### config.mk
export PLATFORM = sky130hd
export DESIGN_NAME = uart_wb_sequencer_flat
export DESIGN_NICKNAME = d
export VERILOG_FILES = /design/src/rtl/uart_wb_sequencer_if.sv /design/src/rtl/uart_wb_sequencer.sv /design/src/flat_wrapper.sv
export SDC_FILE = /design/constraint.sdc
export NUM_CORES = 1
export LEC_CHECK = 0
export CORE_MARGIN = 8
export CORE_UTILIZATION = 45
export CTS_BUF_LIST = sky130_fd_sc_hd__clkbuf_8
export CTS_CLUSTER_SIZE = 12
export DETAILED_ROUTE_END_ITERATION = 7
export PLACE_DENSITY = 0.8
export REMOVE_ABC_BUFFERS = 1
export SLEW_MARGIN = 5
export SYNTH_ARGS = -nofsm -noshare
export SYNTH_HDL_FRONTEND = slang
export SYNTH_SLANG_ARGS = --single-unit
### constraint.sdc
create_clock -name CLK_I -period 2.5 [get_ports CLK_I]
set_clock_uncertainty 0.1 [all_clocks]
set_input_delay 0.5 -clock CLK_I [delete_from_list [all_inputs] [get_ports CLK_I]]
set_output_delay 0.5 -clock CLK_I [all_outputs]
set_load 0.02 [all_outputs]
### src/rtl/uart_wb_sequencer_if.sv
// Wishbone master port bundle between the UART sequencer and the UART register slave.
interface uart_wb_sequencer_if;
  logic        CYC_O;
  logic        STB_O;
  logic        WE_O;
  logic [2:0]  ADR_O;
  logic [31:0] DAT_O;
  logic [31:0] DAT_I;
  logic        ACK_I;

  modport master (output CYC_O, STB_O, WE_O, ADR_O, DAT_O, input DAT_I, ACK_I);
  modport slave  (input CYC_O, STB_O, WE_O, ADR_O, DAT_O, output DAT_I, ACK_I);
endinterface

### src/rtl/uart_wb_sequencer.sv
// Wishbone master that configures the UART after reset, then shuttles bytes between
// a TX producer stream, an RX consumer stream and the UART data registers.
module uart_wb_sequencer #(
  parameter logic [15:0] DIV_INIT = 16'h001F,
  parameter logic        NSTOP    = 1'b1,
  parameter logic [2:0]  TX_WM    = 3'd1,
  parameter logic [2:0]  RX_WM    = 3'd0,
  parameter logic [1:0]  IE_MASK  = 2'b11,
  parameter int          TIMEOUT  = 255
) (
  input  logic                       CLK_I,
  input  logic                       RST_I,
  uart_wb_sequencer_if.master        wb,
  input  logic [7:0]                 tx_byte,
  input  logic                       tx_valid,
  output logic                       tx_ready,
  output logic [7:0]                 rx_byte,
  output logic                       rx_valid,
  input  logic                       rx_ready,
  output logic                       cfg_done,
  output logic                       bus_err
);

  localparam int TW = (TIMEOUT > 2) ? $clog2(TIMEOUT) : 1;
  localparam logic [TW-1:0] TMO_LAST = TW'(TIMEOUT - 1);

  localparam logic [2:0] ADDR_TXDATA = 3'd0;
  localparam logic [2:0] ADDR_RXDATA = 3'd1;
  localparam logic [2:0] ADDR_TXCTRL = 3'd2;
  localparam logic [2:0] ADDR_RXCTRL = 3'd3;
  localparam logic [2:0] ADDR_IE     = 3'd4;
  localparam logic [2:0] ADDR_DIV    = 3'd6;

  typedef enum logic [3:0] {
    CfgRx, CfgTx, CfgIe, CfgDiv, Idle, TxPoll, TxWrite, RxRead, Gap
  } state_e;

  state_e        state_q, state_d;
  state_e        ret_q, ret_d;
  logic          cyc_q, cyc_d;
  logic          stb_q, stb_d;
  logic          we_q, we_d;
  logic [2:0]    adr_q, adr_d;
  logic [31:0]   dat_q, dat_d;
  logic [TW-1:0] tmo_q, tmo_d;
  logic          ptr_q, ptr_d;
  logic          tx_ready_q, tx_ready_d;
  logic [7:0]    rx_byte_q, rx_byte_d;
  logic          rx_valid_q, rx_valid_d;
  logic          cfg_done_q, cfg_done_d;
  logic          bus_err_q, bus_err_d;

  logic          tx_cand, rx_cand;
  logic          arb_go;
  state_e        arb_st;
  logic          launch;
  state_e        launch_st;
  logic          end_access;
  logic [22:0]   unused_dat;

  assign unused_dat = wb.DAT_I[30:8];

  // TX is masked while tx_ready is high: the producer's byte is being consumed on that edge.
  assign tx_cand = tx_valid && !tx_ready_q;
  assign rx_cand = !rx_valid_q;

  always_comb begin
    state_d    = state_q;
    ret_d      = ret_q;
    cyc_d      = cyc_q;
    stb_d      = stb_q;
    we_d       = we_q;
    adr_d      = adr_q;
    dat_d      = dat_q;
    tmo_d      = tmo_q;
    ptr_d      = ptr_q;
    tx_ready_d = 1'b0;
    rx_byte_d  = rx_byte_q;
    rx_valid_d = rx_valid_q;
    cfg_done_d = cfg_done_q;
    bus_err_d  = bus_err_q;
    launch     = 1'b0;
    launch_st  = state_q;
    end_access = 1'b0;
    arb_go     = 1'b0;
    arb_st     = RxRead;

    if (tx_cand && (!rx_cand || !ptr_q)) begin
      arb_go = 1'b1;
      arb_st = TxPoll;
    end else if (rx_cand) begin
      arb_go = 1'b1;
      arb_st = RxRead;
    end

    if (rx_valid_q && rx_ready) begin
      rx_valid_d = 1'b0;
    end

    case (state_q)
      Idle, Gap: begin
        if (state_q == Gap && ret_q != Idle) begin
          launch    = 1'b1;
          launch_st = ret_q;
        end else if (arb_go) begin
          launch    = 1'b1;
          launch_st = arb_st;
          ptr_d     = ~ptr_q;
        end else begin
          state_d = Idle;
        end
      end
      default: begin
        // An access state with STB low only occurs right after reset release.
        if (!stb_q) begin
          launch    = 1'b1;
          launch_st = state_q;
        end else if (wb.ACK_I) begin
          end_access = 1'b1;
          case (state_q)
            CfgRx:   ret_d = CfgTx;
            CfgTx:   ret_d = CfgIe;
            CfgIe:   ret_d = CfgDiv;
            CfgDiv: begin
              ret_d      = Idle;
              cfg_done_d = 1'b1;
            end
            TxPoll:  ret_d = wb.DAT_I[31] ? Idle : TxWrite;
            TxWrite: begin
              ret_d      = Idle;
              tx_ready_d = 1'b1;
            end
            RxRead: begin
              ret_d = Idle;
              if (!wb.DAT_I[31]) begin
                rx_byte_d  = wb.DAT_I[7:0];
                rx_valid_d = 1'b1;
              end
            end
            default: ret_d = Idle;
          endcase
        end else if (tmo_q == TMO_LAST) begin
          end_access = 1'b1;
          bus_err_d  = 1'b1;
          ret_d      = (state_q inside {CfgRx, CfgTx, CfgIe, CfgDiv}) ? state_q : Idle;
        end else begin
          tmo_d = tmo_q + TW'(1);
        end
      end
    endcase

    if (end_access) begin
      state_d = Gap;
      cyc_d   = 1'b0;
      stb_d   = 1'b0;
      we_d    = 1'b0;
      tmo_d   = '0;
    end

    if (launch) begin
      state_d = launch_st;
      cyc_d   = 1'b1;
      stb_d   = 1'b1;
      tmo_d   = '0;
      case (launch_st)
        CfgRx: begin
          adr_d = ADDR_RXCTRL; we_d = 1'b1;
          dat_d = {13'b0, RX_WM, 15'b0, 1'b1};
        end
        CfgTx: begin
          adr_d = ADDR_TXCTRL; we_d = 1'b1;
          dat_d = {13'b0, TX_WM, 14'b0, NSTOP, 1'b1};
        end
        CfgIe: begin
          adr_d = ADDR_IE; we_d = 1'b1;
          dat_d = {30'b0, IE_MASK};
        end
        CfgDiv: begin
          adr_d = ADDR_DIV; we_d = 1'b1;
          dat_d = {16'b0, DIV_INIT};
        end
        TxPoll: begin
          adr_d = ADDR_TXDATA; we_d = 1'b0; dat_d = '0;
        end
        TxWrite: begin
          adr_d = ADDR_TXDATA; we_d = 1'b1;
          dat_d = {24'b0, tx_byte};
        end
        RxRead: begin
          adr_d = ADDR_RXDATA; we_d = 1'b0; dat_d = '0;
        end
        default: begin
          cyc_d = 1'b0;
          stb_d = 1'b0;
        end
      endcase
    end
  end

  always_ff @(posedge CLK_I or negedge RST_I) begin
    if (!RST_I) begin
      state_q    <= CfgRx;
      ret_q      <= CfgRx;
      cyc_q      <= 1'b0;
      stb_q      <= 1'b0;
      we_q       <= 1'b0;
      adr_q      <= '0;
      dat_q      <= '0;
      tmo_q      <= '0;
      ptr_q      <= 1'b0;
      tx_ready_q <= 1'b0;
      rx_byte_q  <= '0;
      rx_valid_q <= 1'b0;
      cfg_done_q <= 1'b0;
      bus_err_q  <= 1'b0;
    end else begin
      state_q    <= state_d;
      ret_q      <= ret_d;
      cyc_q      <= cyc_d;
      stb_q      <= stb_d;
      we_q       <= we_d;
      adr_q      <= adr_d;
      dat_q      <= dat_d;
      tmo_q      <= tmo_d;
      ptr_q      <= ptr_d;
      tx_ready_q <= tx_ready_d;
      rx_byte_q  <= rx_byte_d;
      rx_valid_q <= rx_valid_d;
      cfg_done_q <= cfg_done_d;
      bus_err_q  <= bus_err_d;
    end
  end

  assign wb.CYC_O = cyc_q;
  assign wb.STB_O = stb_q;
  assign wb.WE_O  = we_q;
  assign wb.ADR_O = adr_q;
  assign wb.DAT_O = dat_q;
  assign tx_ready = tx_ready_q;
  assign rx_byte  = rx_byte_q;
  assign rx_valid = rx_valid_q;
  assign cfg_done = cfg_done_q;
  assign bus_err  = bus_err_q;

endmodule

### src/flat_wrapper.sv
// flat-port wrapper written by rule: the top's interface ports become plain ports
module uart_wb_sequencer_flat 
#(
  parameter logic [15:0] DIV_INIT = 16'h001F,
  parameter logic        NSTOP    = 1'b1,
  parameter logic [2:0]  TX_WM    = 3'd1,
  parameter logic [2:0]  RX_WM    = 3'd0,
  parameter logic [1:0]  IE_MASK  = 2'b11,
  parameter int          TIMEOUT  = 255
)
  (CLK_I, RST_I, tx_byte, tx_valid, tx_ready, rx_byte, rx_valid, rx_ready, cfg_done, bus_err, wb_CYC_O, wb_STB_O, wb_WE_O, wb_ADR_O, wb_DAT_O, wb_DAT_I, wb_ACK_I);
  uart_wb_sequencer_if wb_i ();
  input  logic CLK_I;
  input  logic RST_I;
  input  logic [7:0] tx_byte;
  input  logic tx_valid;
  output logic tx_ready;
  output logic [7:0] rx_byte;
  output logic rx_valid;
  input  logic rx_ready;
  output logic cfg_done;
  output logic bus_err;
  output wire logic [$bits(wb_i.CYC_O)-1:0] wb_CYC_O;
  output wire logic [$bits(wb_i.STB_O)-1:0] wb_STB_O;
  output wire logic [$bits(wb_i.WE_O)-1:0] wb_WE_O;
  output wire logic [$bits(wb_i.ADR_O)-1:0] wb_ADR_O;
  output wire logic [$bits(wb_i.DAT_O)-1:0] wb_DAT_O;
  input wire logic [$bits(wb_i.DAT_I)-1:0] wb_DAT_I;
  input wire logic [$bits(wb_i.ACK_I)-1:0] wb_ACK_I;
  assign wb_CYC_O = wb_i.CYC_O;
  assign wb_STB_O = wb_i.STB_O;
  assign wb_WE_O = wb_i.WE_O;
  assign wb_ADR_O = wb_i.ADR_O;
  assign wb_DAT_O = wb_i.DAT_O;
  assign wb_i.DAT_I = wb_DAT_I;
  assign wb_i.ACK_I = wb_ACK_I;
  uart_wb_sequencer #(.DIV_INIT(DIV_INIT), .NSTOP(NSTOP), .TX_WM(TX_WM), .RX_WM(RX_WM), .IE_MASK(IE_MASK), .TIMEOUT(TIMEOUT)) u_core (.CLK_I(CLK_I), .RST_I(RST_I), .wb(wb_i), .tx_byte(tx_byte), .tx_valid(tx_valid), .tx_ready(tx_ready), .rx_byte(rx_byte), .rx_valid(rx_valid), .rx_ready(rx_ready), .cfg_done(cfg_done), .bus_err(bus_err));
endmodule
==> results_dict.tcl <==
set metrics [dict create \
    seq_power_share_pct 31.2 \
    synth_commonest_cells "dfrtp_1 (43), nand2_1 (29), buf_4 (24), nor2_1 (21), o21ai_0 (20)" \
    power_mw 3.468 \
    fp.dieW_um 88.34 \
    syn_inst 242 \
    fmax_mhz 431.5 \
    area_growth_pct 25.08 \
    post-cts-setup-buffer-count 0 \
    finalSetupTns_ps 0 \
    synth.distinct_cells 50 \
    io_pins 95 \
    ys_ff_latch 43 \
    p_leak_nw 1.310 \
    p_switching_mw 1.447 \
    cts.sinks 43 \
    drtAntennaViolNets 0 \
    period_minus_slack_ps 2318 \
    start_util_pct 46.40 \
    busiest_layer "met2" \
    drtIter0Drc 159 \
    clk_latency_ps 300 \
    startpoint_type "flop" \
    rsz0062_at_grt "no" \
    detail_route.wl_per_cell_um 14.93 \
    powerDensity_mw_per_mm2 1177 \
    dr.pass1.iters 4 \
    min_path_type "reg2reg" \
    seq_area_frac_synth_pct 45.70 \
    cts-htree-levels 2 \
    ir_drop_mv 0.4663 \
    comb_power_share_pct 53.5 \
    grt_pass1_wl_um 8763 \
    synth_edf_count 0 \
    ctsLongestPathBuffers 2 \
    gp_congestion 0.9056 \
    ys_dominant_reg_cell "dfrtp_1" \
    clk_pin_slew_worst_paths_ps 90 \
    async_flop_share_pct 100.0 \
    drv_slew 0 \
    drive_gt1_share_pct 11.82 \
    post-synth-top-count-cell "dfrtp_1" \
    cts_root_buffer "clkbuf_8" \
    num_rows 26 \
    period_share_pct 92.70 \
    p_sw_share_pct 41.73 \
    synth.area.top_cells "dfrtp_1 (46%), buf_4 (7.7%), nand2_1 (4.6%)" \
    cts_tree "yes" \
    grtUsageTotal_pct 14.25 \
    nets 343 \
    finalHoldViolCount 0 \
    grt_overflow_total 0 \
    cap_violations 0 \
    cts_buffers 5 \
    p_clk_share_pct 15.2 \
    grt_pass1_vias 1844 \
    cp.required_ps 2620 \
    coreArea_mm2 0.005075 \
    port_buffers 48 \
    dp_hpwl_um 4235 \
    worstSetupEndpointType "flop" \
    grt_max_degree 21 \
    netlist.area_leader.share_pct 45.70 \
    synth.cell_area_mm2 0.002355 \
    internal_power_mw 2.021 \
    drcViolationCount 0 \
    setup_viol 0 \
    use_met2_pct 24.10 \
    cp.arrival_ps 2430 \
    antenna_found_initial 0 \
    critical_path_class "reg2reg" \
    viasPerCell 5.183 \
    met1_usage_pct 16.54 \
    dieArea_mm2 0.007804 \
    vias 1897 \
    num_antenna_cells 0 \
    yosys_warnings 0 \
    status "completed" \
    avgSynthCellArea_um2 9.730 \
    use_met3_pct 4.085 \
    fin_util_pct 58.04 \
    drt_wl_total_um 5465 \
    synth_area_leader_cell "dfrtp_1" \
    die_height_um 88.34 \
    critPathMaxFanout 13 \
]
[metal layers]
metal	vias to the layer above	share of wire [%]
met5	-	0
met2	74	50
li1	901	-
met4	0	2.4
met3	16	8.3
met1	906	39
[cell usage in the layout (no fill, tap or decap), types with 2 or more instances in the layout]
cell,n
a211o_1,2
a21oi_1,9
a31oi_1,4
and2_1,3
and3_1,2
buf_4,12
clkbuf_8,5
clkdlybuf4s50_1,47
conb_1,23
dfrtp_1,43
ha_1,2
inv_1,4
mux2_2,8
nand2_1,29
nand2b_1,4
nand3_1,6
nand3b_1,2
nor2_1,21
nor2b_1,4
nor3_1,4
o21ai_0,20
o21ai_1,4
o31ai_1,2
or2_1,2
or3_1,3
xor2_1,4
[final cells by class]
cell class	count	area, um^2
fill	461	2130
multi-input combinational	182	1092
sequential	43	1076
timing repair buffer	61	575.6
tap	70	87.58
clock buffer	5	68.82
clock inverter	2	33.78
inverter	3	11.26
[power groups by stage]
stage          Sequential, mW  Combinational [mW]  Clock (mW)
3_3_place_gp             1.09                1.80           0
5_1_grt                  1.12                2.03       0.570
6_report                 1.08                1.86       0.528
4_1_cts                  1.08                1.86       0.540
3_5_place_dp             1.10                1.84           0
2_1_floorplan            1.26               0.954           0
[through the flow]
| stage | hold slack (ps) | setup WS, ps | std cells | instance area, um^2 |
|---|---|---|---|---|
| after CTS | 371.7 | 173.0 | 366 | 2943 |
| final | 371.4 | 182.4 | 366 | 2945 |
| after floorplan | 104.4 | 266.6 | 228 | 2177 |
| after global routing | 395.5 | 42.33 | 366 | 2945 |
| after detailed placement | 280.1 | 22.63 | 358 | 2830 |
| after global placement | 275.2 | 79.76 | 358 | 2830 |
[flip-flops by register name, indices dropped and copies added, names as in the netlist]
name and count:
u_core.ptr_q 1, u_core.wb.DAT_O 9, u_core.wb.STB_O 1, u_core.tx_ready 1, u_core.ret_q 4, u_core.cfg_done 1
u_core.wb.WE_O 1, u_core.rx_byte 8, u_core.rx_valid 1, u_core.state_q 4, u_core.bus_err 1, u_core.wb.ADR_O 3
u_core.tmo_q 8
[path summary, 6_finish.rpt]
path | startpoint | endpoint | slack (ps) | depth (start not counted)
worst max-delay path | u_core.state_q[2]$_DFFE_PN0P_ | u_core.tmo_q[7]$_DFFE_PN0P_ | 180 | 7
worst min-delay path | u_core.ptr_q$_DFFE_PN0P_ | u_core.ptr_q$_DFFE_PN0P_ | 370 | 1
worst max register to register | u_core.state_q[2]$_DFFE_PN0P_ | u_core.tmo_q[7]$_DFFE_PN0P_ | 180 | 7
worst min register to register | u_core.ptr_q$_DFFE_PN0P_ | u_core.ptr_q$_DFFE_PN0P_ | 370 | 1
max in group asynchronous | RST_I | u_core.wb.STB_O$_DFFE_PN0P_ | 1270 | 3
min in group asynchronous | RST_I | u_core.rx_byte[5]$_DFFE_PN0P_ | 500 | 2
[critical path, cell delays in order (launching register included)]
cell	delay (ps)
dfrtp_1	530
nand2b_2	320
o311ai_4	300
or2_1	200
buf_4	160
nand4_4	120
or3_1	330
a21oi_1	160
[what timing repair did]
action                                  4_1_cts  5_1_grt
hold endpoints to repair                      9        0
gates resized for setup                       0        1
endpoints found under the setup margin        0        1
hold buffers                                  1        0
[logic make-up after synthesis]
kind of cell	Yosys count	share of synthesized area [%]
simple gates	86	18.70
compound gates	57	16.69
flops	43	45.70
buf+inv	39	11.53
mux	9	4.304
xor+xnor	5	1.860
fa+ha+maj	2	1.063
other cells	1	0.1593
(Power assumes the default switching activity.)
